`src/rtl/cyc_ctrl_pkg.sv`:
```
// Shared constants for the cycle counter controller: register map, bit positions
// and the sequencing state encoding.
package cyc_ctrl_pkg;

    localparam int ADDR_W = 3;

    localparam logic [ADDR_W-1:0] ADDR_CTRL   = 3'd0;
    localparam logic [ADDR_W-1:0] ADDR_STATUS = 3'd1;
    localparam logic [ADDR_W-1:0] ADDR_CNT_LO = 3'd2;
    localparam logic [ADDR_W-1:0] ADDR_CNT_HI = 3'd3;
    localparam logic [ADDR_W-1:0] ADDR_CMP_LO = 3'd4;
    localparam logic [ADDR_W-1:0] ADDR_CMP_HI = 3'd5;

    localparam int CTRL_RUN         = 0;
    localparam int CTRL_CLEAR       = 1;
    localparam int CTRL_IRQ_EN      = 2;
    localparam int CTRL_AUTO_RELOAD = 3;

    localparam int STAT_RUNNING  = 0;
    localparam int STAT_MATCH    = 1;
    localparam int STAT_OVERFLOW = 2;

    typedef enum logic [1:0] {
        STOPPED = 2'd0,
        RUN     = 2'd1,
        HALTED  = 2'd2
    } cyc_state_t;

endpackage

```
`src/rtl/cycle_count_core.sv`:
```
// Free-running cycle count register with synchronous clear and reload-to-zero.
// Clear wins over everything; the natural wrap at all-ones gives the overflow restart.
module cycle_count_core
    import cyc_ctrl_pkg::*;
#(
    parameter int CNT_W = 32
) (
    input  logic             CLK,
    input  logic             Reset,
    input  logic             en,
    input  logic             clr,
    input  logic             reload,
    output logic [CNT_W-1:0] count,
    output logic             at_max
);

    always_ff @(posedge CLK or posedge Reset) begin
        if (Reset) begin
            count <= '0;
        end else if (clr) begin
            count <= '0;
        end else if (en) begin
            if (reload) begin
                count <= '0;
            end else begin
                count <= count + CNT_W'(1);
            end
        end
    end

    assign at_max = &count;

endmodule

```
`src/rtl/cycle_counter_ctrl.sv`:
```
// Memory-mapped control for the 32-bit cycle counter: run/halt sequencing,
// compare/overflow flags with interrupt, and tear-free split reads of the count.
//
//   state   | meaning
//   --------+-----------------------------------------------
//   STOPPED | counter idle, waits for CTRL.run written 1
//   RUN     | counter increments every cycle halt is low
//   HALTED  | processor stalled, count frozen until halt drops
module cycle_counter_ctrl
    import cyc_ctrl_pkg::*;
#(
    parameter int DATA_W = 16,
    parameter int CNT_W  = 32
) (
    input  logic              CLK,
    input  logic              Reset,
    input  logic [ADDR_W-1:0] addr,
    input  logic              wr_en,
    input  logic              rd_en,
    input  logic [DATA_W-1:0] wdata,
    input  logic              halt,
    output logic [DATA_W-1:0] rdata,
    output logic              rvalid,
    output logic              irq,
    output logic              running
);

    cyc_state_t        state;
    logic              run_bit;
    logic              irq_en;
    logic              auto_reload;
    logic              match_flag;
    logic              ovf_flag;
    logic [CNT_W-1:0]  cmp_val;
    logic [DATA_W-1:0] snap_hi;
    logic [CNT_W-1:0]  count;
    logic              at_max;
    logic [DATA_W-1:0] rd_mux;

    logic ctrl_wr;
    logic stat_wr;
    logic cmp_lo_wr;
    logic cmp_hi_wr;
    logic clr;
    logic en;
    logic hit;
    logic reload;

    assign ctrl_wr   = wr_en && (addr == ADDR_CTRL);
    assign stat_wr   = wr_en && (addr == ADDR_STATUS);
    assign cmp_lo_wr = wr_en && (addr == ADDR_CMP_LO);
    assign cmp_hi_wr = wr_en && (addr == ADDR_CMP_HI);

    // halt is honoured on the very edge it is first seen, before the state moves to HALTED
    assign en     = (state == RUN) && !halt;
    assign hit    = en && (count == cmp_val);
    assign reload = hit && auto_reload;
    assign clr    = ctrl_wr && wdata[CTRL_CLEAR];

    cycle_count_core #(
        .CNT_W (CNT_W)
    ) u_core (
        .CLK    (CLK),
        .Reset  (Reset),
        .en     (en),
        .clr    (clr),
        .reload (reload),
        .count  (count),
        .at_max (at_max)
    );

    always_ff @(posedge CLK or posedge Reset) begin
        if (Reset) begin
            state   <= STOPPED;
            running <= 1'b0;
        end else if (ctrl_wr && !wdata[CTRL_RUN]) begin
            state   <= STOPPED;
            running <= 1'b0;
        end else begin
            case (state)
                STOPPED: begin
                    if (ctrl_wr && wdata[CTRL_RUN]) begin
                        state   <= RUN;
                        running <= 1'b1;
                    end
                end
                RUN: begin
                    if (halt) begin
                        state   <= HALTED;
                        running <= 1'b0;
                    end
                end
                HALTED: begin
                    if (!halt) begin
                        state   <= RUN;
                        running <= 1'b1;
                    end
                end
                default: begin
                    state   <= STOPPED;
                    running <= 1'b0;
                end
            endcase
        end
    end

    always_ff @(posedge CLK or posedge Reset) begin
        if (Reset) begin
            run_bit     <= 1'b0;
            irq_en      <= 1'b0;
            auto_reload <= 1'b0;
            cmp_val     <= '0;
        end else begin
            if (ctrl_wr) begin
                run_bit     <= wdata[CTRL_RUN];
                irq_en      <= wdata[CTRL_IRQ_EN];
                auto_reload <= wdata[CTRL_AUTO_RELOAD];
            end
            if (cmp_lo_wr) begin
                cmp_val[DATA_W-1:0] <= wdata;
            end
            if (cmp_hi_wr) begin
                cmp_val[CNT_W-1:DATA_W] <= wdata;
            end
        end
    end

    // A flag being set on the same edge as its W1C clear stays set
    always_ff @(posedge CLK or posedge Reset) begin
        if (Reset) begin
            match_flag <= 1'b0;
            ovf_flag   <= 1'b0;
        end else begin
            if (hit) begin
                match_flag <= 1'b1;
            end else if (stat_wr && wdata[STAT_MATCH]) begin
                match_flag <= 1'b0;
            end
            if (en && at_max) begin
                ovf_flag <= 1'b1;
            end else if (stat_wr && wdata[STAT_OVERFLOW]) begin
                ovf_flag <= 1'b0;
            end
        end
    end

    always_comb begin
        rd_mux = '0;
        case (addr)
            ADDR_CTRL: begin
                rd_mux[CTRL_RUN]         = run_bit;
                rd_mux[CTRL_IRQ_EN]      = irq_en;
                rd_mux[CTRL_AUTO_RELOAD] = auto_reload;
            end
            ADDR_STATUS: begin
                rd_mux[STAT_RUNNING]  = (state == RUN);
                rd_mux[STAT_MATCH]    = match_flag;
                rd_mux[STAT_OVERFLOW] = ovf_flag;
            end
            ADDR_CNT_LO: rd_mux = count[DATA_W-1:0];
            ADDR_CNT_HI: rd_mux = snap_hi;
            ADDR_CMP_LO: rd_mux = cmp_val[DATA_W-1:0];
            ADDR_CMP_HI: rd_mux = cmp_val[CNT_W-1:DATA_W];
            default:     rd_mux = '0;
        endcase
    end

    // Reading the low half freezes the matching high half so a later CNT_HI read cannot tear
    always_ff @(posedge CLK or posedge Reset) begin
        if (Reset) begin
            rdata   <= '0;
            rvalid  <= 1'b0;
            snap_hi <= '0;
        end else begin
            rvalid <= rd_en;
            if (rd_en) begin
                rdata <= rd_mux;
                if (addr == ADDR_CNT_LO) begin
                    snap_hi <= count[CNT_W-1:DATA_W];
                end
            end
        end
    end

    assign irq = irq_en & (match_flag | ovf_flag);

endmodule

```
`config.mk`:
```
export PLATFORM = sky130hd
export DESIGN_NAME = cycle_counter_ctrl
export DESIGN_NICKNAME = d
export VERILOG_FILES = /design/src/rtl/cyc_ctrl_pkg.sv /design/src/rtl/cycle_count_core.sv /design/src/rtl/cycle_counter_ctrl.sv
export SDC_FILE = /design/constraint.sdc
export NUM_CORES = 1
export LEC_CHECK = 0
export CORE_ASPECT_RATIO = 1.75
export CORE_MARGIN = 5
export CORE_UTILIZATION = 30
export CTS_BUF_LIST = sky130_fd_sc_hd__clkbuf_8 sky130_fd_sc_hd__clkbuf_16
export CTS_CLUSTER_DIAMETER = 30
export DETAILED_ROUTE_END_ITERATION = 8
export GPL_TIMING_DRIVEN = 1
export PLACE_DENSITY = 0.49
export SLEW_MARGIN = 20
export SYNTH_ARGS = -nofsm -noshare
export SYNTH_HDL_FRONTEND = slang
export SYNTH_SLANG_ARGS = --single-unit
export TNS_END_PERCENT = 50
```
`constraint.sdc`:
```
create_clock -name CLK -period 3.5 [get_ports CLK]
set_clock_uncertainty 0.05 [all_clocks]
set_input_delay 0.7 -clock CLK [delete_from_list [all_inputs] [get_ports CLK]]
set_output_delay 0.7 -clock CLK [all_outputs]
set_load 0.005 [all_outputs]
```
-- Word-level counts from Yosys, hierarchy flattened
Index checks and enable logic that the tools add are counted.
W data, S select, Z words.
- register bits after elaboration: 105
- bits of input ports: 24
- output and inout bits: 19
- word-level logic and storage cells: 72
- add/subtract/negate cells: 1
- equality and inequality tests: 11
- muxes and demuxes: 22
- bitwise gates (word level): 2
- reductions and logical operators: 23
- operators with widths (cell ; count):
    $mux W32 ; 3
    $pmux W12 S4 ; 1
    $add A32 B1 Y32 const B ; 1
    $eq A32 B32 Y1 ; 1
    $reduce_and A32 Y1 ; 1
    $logic_and A1 B1 Y1 ; 13
    $pmux W1 S6 ; 2
    $pmux W1 S5 ; 2
    $ne A3 B3 Y1 const B ; 3
    $mux W1 ; 8
    $mux W2 ; 4
    $eq A3 B2 Y1 const B ; 2
    $eq A3 B3 Y1 const B ; 2
    $pmux W2 S3 ; 1
    $reduce_bool A2 Y1 ; 3
    $eq A3 B1 Y1 const B ; 1
    $logic_not A3 Y1 ; 1
    $pmux W1 S3 ; 1
    $reduce_and A3 Y1 ; 1
    $eq A2 B1 Y1 const B ; 1
    $eq A2 B2 Y1 const B ; 1
    $logic_not A1 Y1 ; 2
    $logic_not A2 Y1 ; 1
    $reduce_and A2 Y1 ; 1
    other kinds (2) ; 2

-- Logic depth before layout (Yosys ltp)
- word-level depth: 7
- depth in mapped cells: 7
- depth with buffers taken out: 6

-- By module
From an unflattened synthesis, not the netlist that was laid out.
- cell total of the unflattened synthesis: 492
- area, all modules: 5620.4 µm²
- modules (own cells, without submodules) (module ; times used ; cells an instance ; area an instance (µm²) ; seq. area each (µm²)):
    cycle_counter_ctrl ; 1 ; 295 ; 3834.9 ; 1826.8
    cycle_count_core ; 1 ; 197 ; 1785.5 ; 800.8

-- Worst setup path before layout
OpenSTA, ideal clock, no wires.
- kind: in2reg
- start point: input port addr[0]
- end point: register u_core.count[25]
- setup time: 0.087 ns
- data arrival time: 2.374 ns
- data required time: 3.363 ns
- path slack: 0.989 ns
- cell stages on the path: 7
- path buffers: 2
- cells stage by stage: buf_6 -> nor4b_4 -> a21o_4 -> nand4b_4 -> buf_6 -> or4_4 -> a211oi_2
- cells in the longest elaborated chain, start to end: 4
- elaborated cells on any way between the ends: 5
- those cells by class: mux: 1; reduce/logical: 4
- RTL lines (item ; RTL line ; text):
    start: declaration ; cycle_counter_ctrl.sv:17 ; input logic [ADDR_W-1:0] addr,
    $logic_not A3 Y1 * ; cycle_counter_ctrl.sv:49 ; assign ctrl_wr = wr_en && (addr == ADDR_CTRL);
    $logic_and A1 B1 Y1 * ; cycle_counter_ctrl.sv:49 ;
    $logic_and A1 B1 Y1 * ; cycle_counter_ctrl.sv:58 ; assign clr = ctrl_wr && wdata[CTRL_CLEAR];
    $mux W32 or $reduce_bool A2 Y1 (tied branches) ; - ;
    end signal: assignment ; cycle_count_core.sv:26 ; count <= count + CNT_W'(1);
    end: declaration ; cycle_count_core.sv:13 ; output logic [CNT_W-1:0] count,
Mark *: on every way between the ends. The rest lies on a longest branch, timed or not.
A chain may end at the register's enable or synchronous reset.

-- Worst setup path after layout
- start point: input port wr_en
- end point: register u_core.count[28]
- cells in the longest elaborated chain, start to end: 3
- elaborated cells on any way between the ends: 4
- those cells by class: mux: 1; reduce/logical: 3
- RTL lines (item ; RTL line ; text):
    start: declaration ; cycle_counter_ctrl.sv:18 ; input logic wr_en,
    $logic_and A1 B1 Y1 * ; cycle_counter_ctrl.sv:49 ;
    $logic_and A1 B1 Y1 * ; cycle_counter_ctrl.sv:58 ;
    $mux W32 or $reduce_bool A2 Y1 (tied branches) ; - ;
Marks and branches as above.

==> impl_results.md <==
* Run status: complete, no violations
* Peak supply drop at 0.000195 V
* All-Layer GR Usage at 0.158
* Global-route wire length before repair at 25700 µm
* Cell count after synthesis at 496
* Reg-to-Reg End: u_core.count[28]
* Buffers and inverters on the worst path at 1
* Vias at 4129
* Hold crit path type: reg -> reg
* ANT nets after route at 0
* Asr flop ratio synth at 1.00
* Worst hold-check slack at 0.438 ns
* # Max-Cap Violations at 0
* Setup crit end kind: register
* Die W at 112 µm
* Starting Density at 0.303
* Most common cell after layout, fill and taps aside: dfrtp_1
* GPL Wtd Cong at 0.892
* Main synth FF type: dfrtp_1
* RSZ-0062 raised after global routing: no
* Hold worst-path end: rdata[2]
* I/O pins at 43
* Crit-path max FO at 8
* Setup violations, final at 0
* Routed len/inst at 21.0 µm
* Largest net degree at the start of global routing at 42
* Netlist area before placement at 0.00544 mm²
* Final Power at 3150 µW
* Met1 Use GR at 0.176
* Clk sinks at 105
* Antenna Cells at 0
* Number of synthesized flops with an enable pin at 0
* Grt met3 use at 0.0178
* Crit-path max cell delay at 0.61 ns
* Clk root buf: clkbuf_16
* Final Cycle Share at 0.784
* Drt first pass iters at 5
* Setup tns final at 0 ns
* Syn nets at 521
* Worst-Skew Late Latency at 0.36 ns
* Die area at 0.0210 mm²
* Core area at 0.0180 mm²
* CTS max path bufs at 2
* Yosys cell types at 55
* Synthesized flop and latch total at 105
* Critical Path AT at 2.96 ns
* CP startpoint kind: primary input
* CTS hold repair buffers at 0
* FF+latch area at 0.00263 mm²
* YS warnings at 0
* Area post-placement at 0.00618 mm²
* Dpl cells at 756
* Crit Reg-Reg Startpoint: u_core.count[1]
* IO buf count at 42
* Hold Path Cell Cnt at 1
* Layout Nets at 558
* Crit path max-delay cell type: clkdlybuf4s50_1
* Commonest non-fill, non-tap cells in the layout: 105 x dfrtp_1, 60 x mux2_2, 42 x clkdlybuf4s50_1
* Share of cells above drive strength 1 at 0.195
* DRC viols at 0
* Slew headroom at 0.394
* TritonCTS clock tree: yes
* Fin. Hold Viols at 0
* Power Density at 486 mW/mm²
* Clock transition at path regs at 0.07 ns
* Kind of critical path: in -> reg
* CTS Buf Count at 9
* CP required at 3.71 ns
* Vias in the first global route at 4369
* M2 GR Usage at 0.300
* Chip height at 188 µm
* Fillers at 1759
* Area leader, netlist: dfrtp_1
* Multi-input gate area at 0.00259 mm²
* Avg Cell Area, Syn at 11.0 µm²
* Layer carrying the most global-route usage: met2
* GRT Residual Overflow at 0
* Htree depth at 3
* Sequential element share of the synthesized area at 0.483
* Worst Tran Pin Value at 0.909 ns
* Area Overhead vs Synth at 19.2%
* Vias per cell at 5.35
* FP Rows at 65
* Post-synth top area share at 0.483
* Post-CTS Setup Repair Bufs at 0
* Period minus WS final at 2.74 ns
* Post-route cell area at 0.00648 mm²
* Critical-path cell list: clkdlybuf4s50_1, nor4b_4, a21o_4, nand4_1, or3_1, a211oi_1
* Delay-heaviest family, CP: simple AND/OR/NAND/NOR gates
* Hold_sp: rdata[2]
* DP HPWL at 12400 µm
* FF-to-FF path depth at 6
* Synth top area cells: dfrtp_1 48%, mux2_2 12%, xor2_1 5.6%
* Non-Filler Instances at 772
* Top achievable clock speed at 0.364 GHz
* Slew Limit Fails at 0
* LEAKAGE at 0.00271 µW
* Antenna violations before repair at 0
* Final wirelength at 16200 µm
* FF-to-FF setup slack at 0.89 ns
* Post-cts gate resize count at 0
* DRT iter0 DRCs at 299
## metal layers
metal  share of wire  vias up
met3           0.027       22
met4           0.028        0
met1            0.38     2122
li1                -     1891
met5               0        -
met2            0.56       94
## power breakdown
group          total, µW  switching [µW]  internal, µW  leakage (µW)
clock               1050             459           592      0.000153
sequential          1540             184          1360       0.00137
combinational        559             262           297       0.00119
total               3150             905          2240       0.00271
## stage by stage
stage / util / setup slack [ns]
after floorplan: - / 0.989
after global placement: 0.344 / 0.471
after detailed placement: 0.344 / 0.357
after CTS: 0.361 / 0.728
after global routing: 0.361 / 0.622
final: 0.361 / 0.755
## final cells by class
type                            count  share of cell area
Clock buffer                       11              0.0390
Clock inverter                      5             0.00849
Inverter                           17              0.0104
Multi-Input combinational cell    338               0.400
Sequential cell                   105               0.405
Tap cell                          234              0.0451
Timing Repair Buffer               62              0.0918
## kinds of logic after synthesis
family	Yosys count	share of synthesized area
AOI/OAI and AO/OA	81	0.110
xor gates and xnor gates	51	0.0821
adders and majority gates	1	0.00230
buffers and inverters	53	0.0416
DFF	105	0.483
muxes	63	0.133
and+or+nand+nor	142	0.149
## cell usage after synthesis, types with 3 or more instances
cell type	count
nand2_1	16
buf_2	6
a22o_1	6
a22oi_1	6
nor3_1	30
and2_1	3
and4_1	3
xnor2_1	16
and3_1	6
nor4_1	8
o31ai_1	4
a21oi_1	10
nor2_1	22
xor2_1	35
clkbuf_1	24
mux2_2	60
or4_1	3
nand4_1	17
nor2b_1	4
o22ai_1	6
o32ai_1	3
o21ai_0	11
a211oi_1	10
nand3_1	12
a221oi_1	13
inv_1	17
or3_1	8
dfrtp_1	105
## how the worst max path moves through the flow
stage	start	end	depth (start not counted)
after detailed placement	wr_en	u_core.count[28]	6
after CTS	wr_en	u_core.count[28]	6
final	wr_en	u_core.count[28]	6
after global placement	wr_en	u_core.count[29]	6
after global routing	wr_en	u_core.count[26]	6
after floorplan	addr[0]	u_core.count[25]	7
## registers in the layout (all words and copies together), names as in the netlist
| name | count |
|---|---|
| match_flag | 1 |
| rdata | 16 |
| run_bit | 1 |
| auto_reload | 1 |
| running | 1 |
| snap_hi | 16 |
| cmp_val | 32 |
| rvalid | 1 |
| irq_en | 1 |
| ovf_flag | 1 |
| state | 2 |
| u_core.count | 32 |
Note: power is estimated with default switching activity, not from simulation.
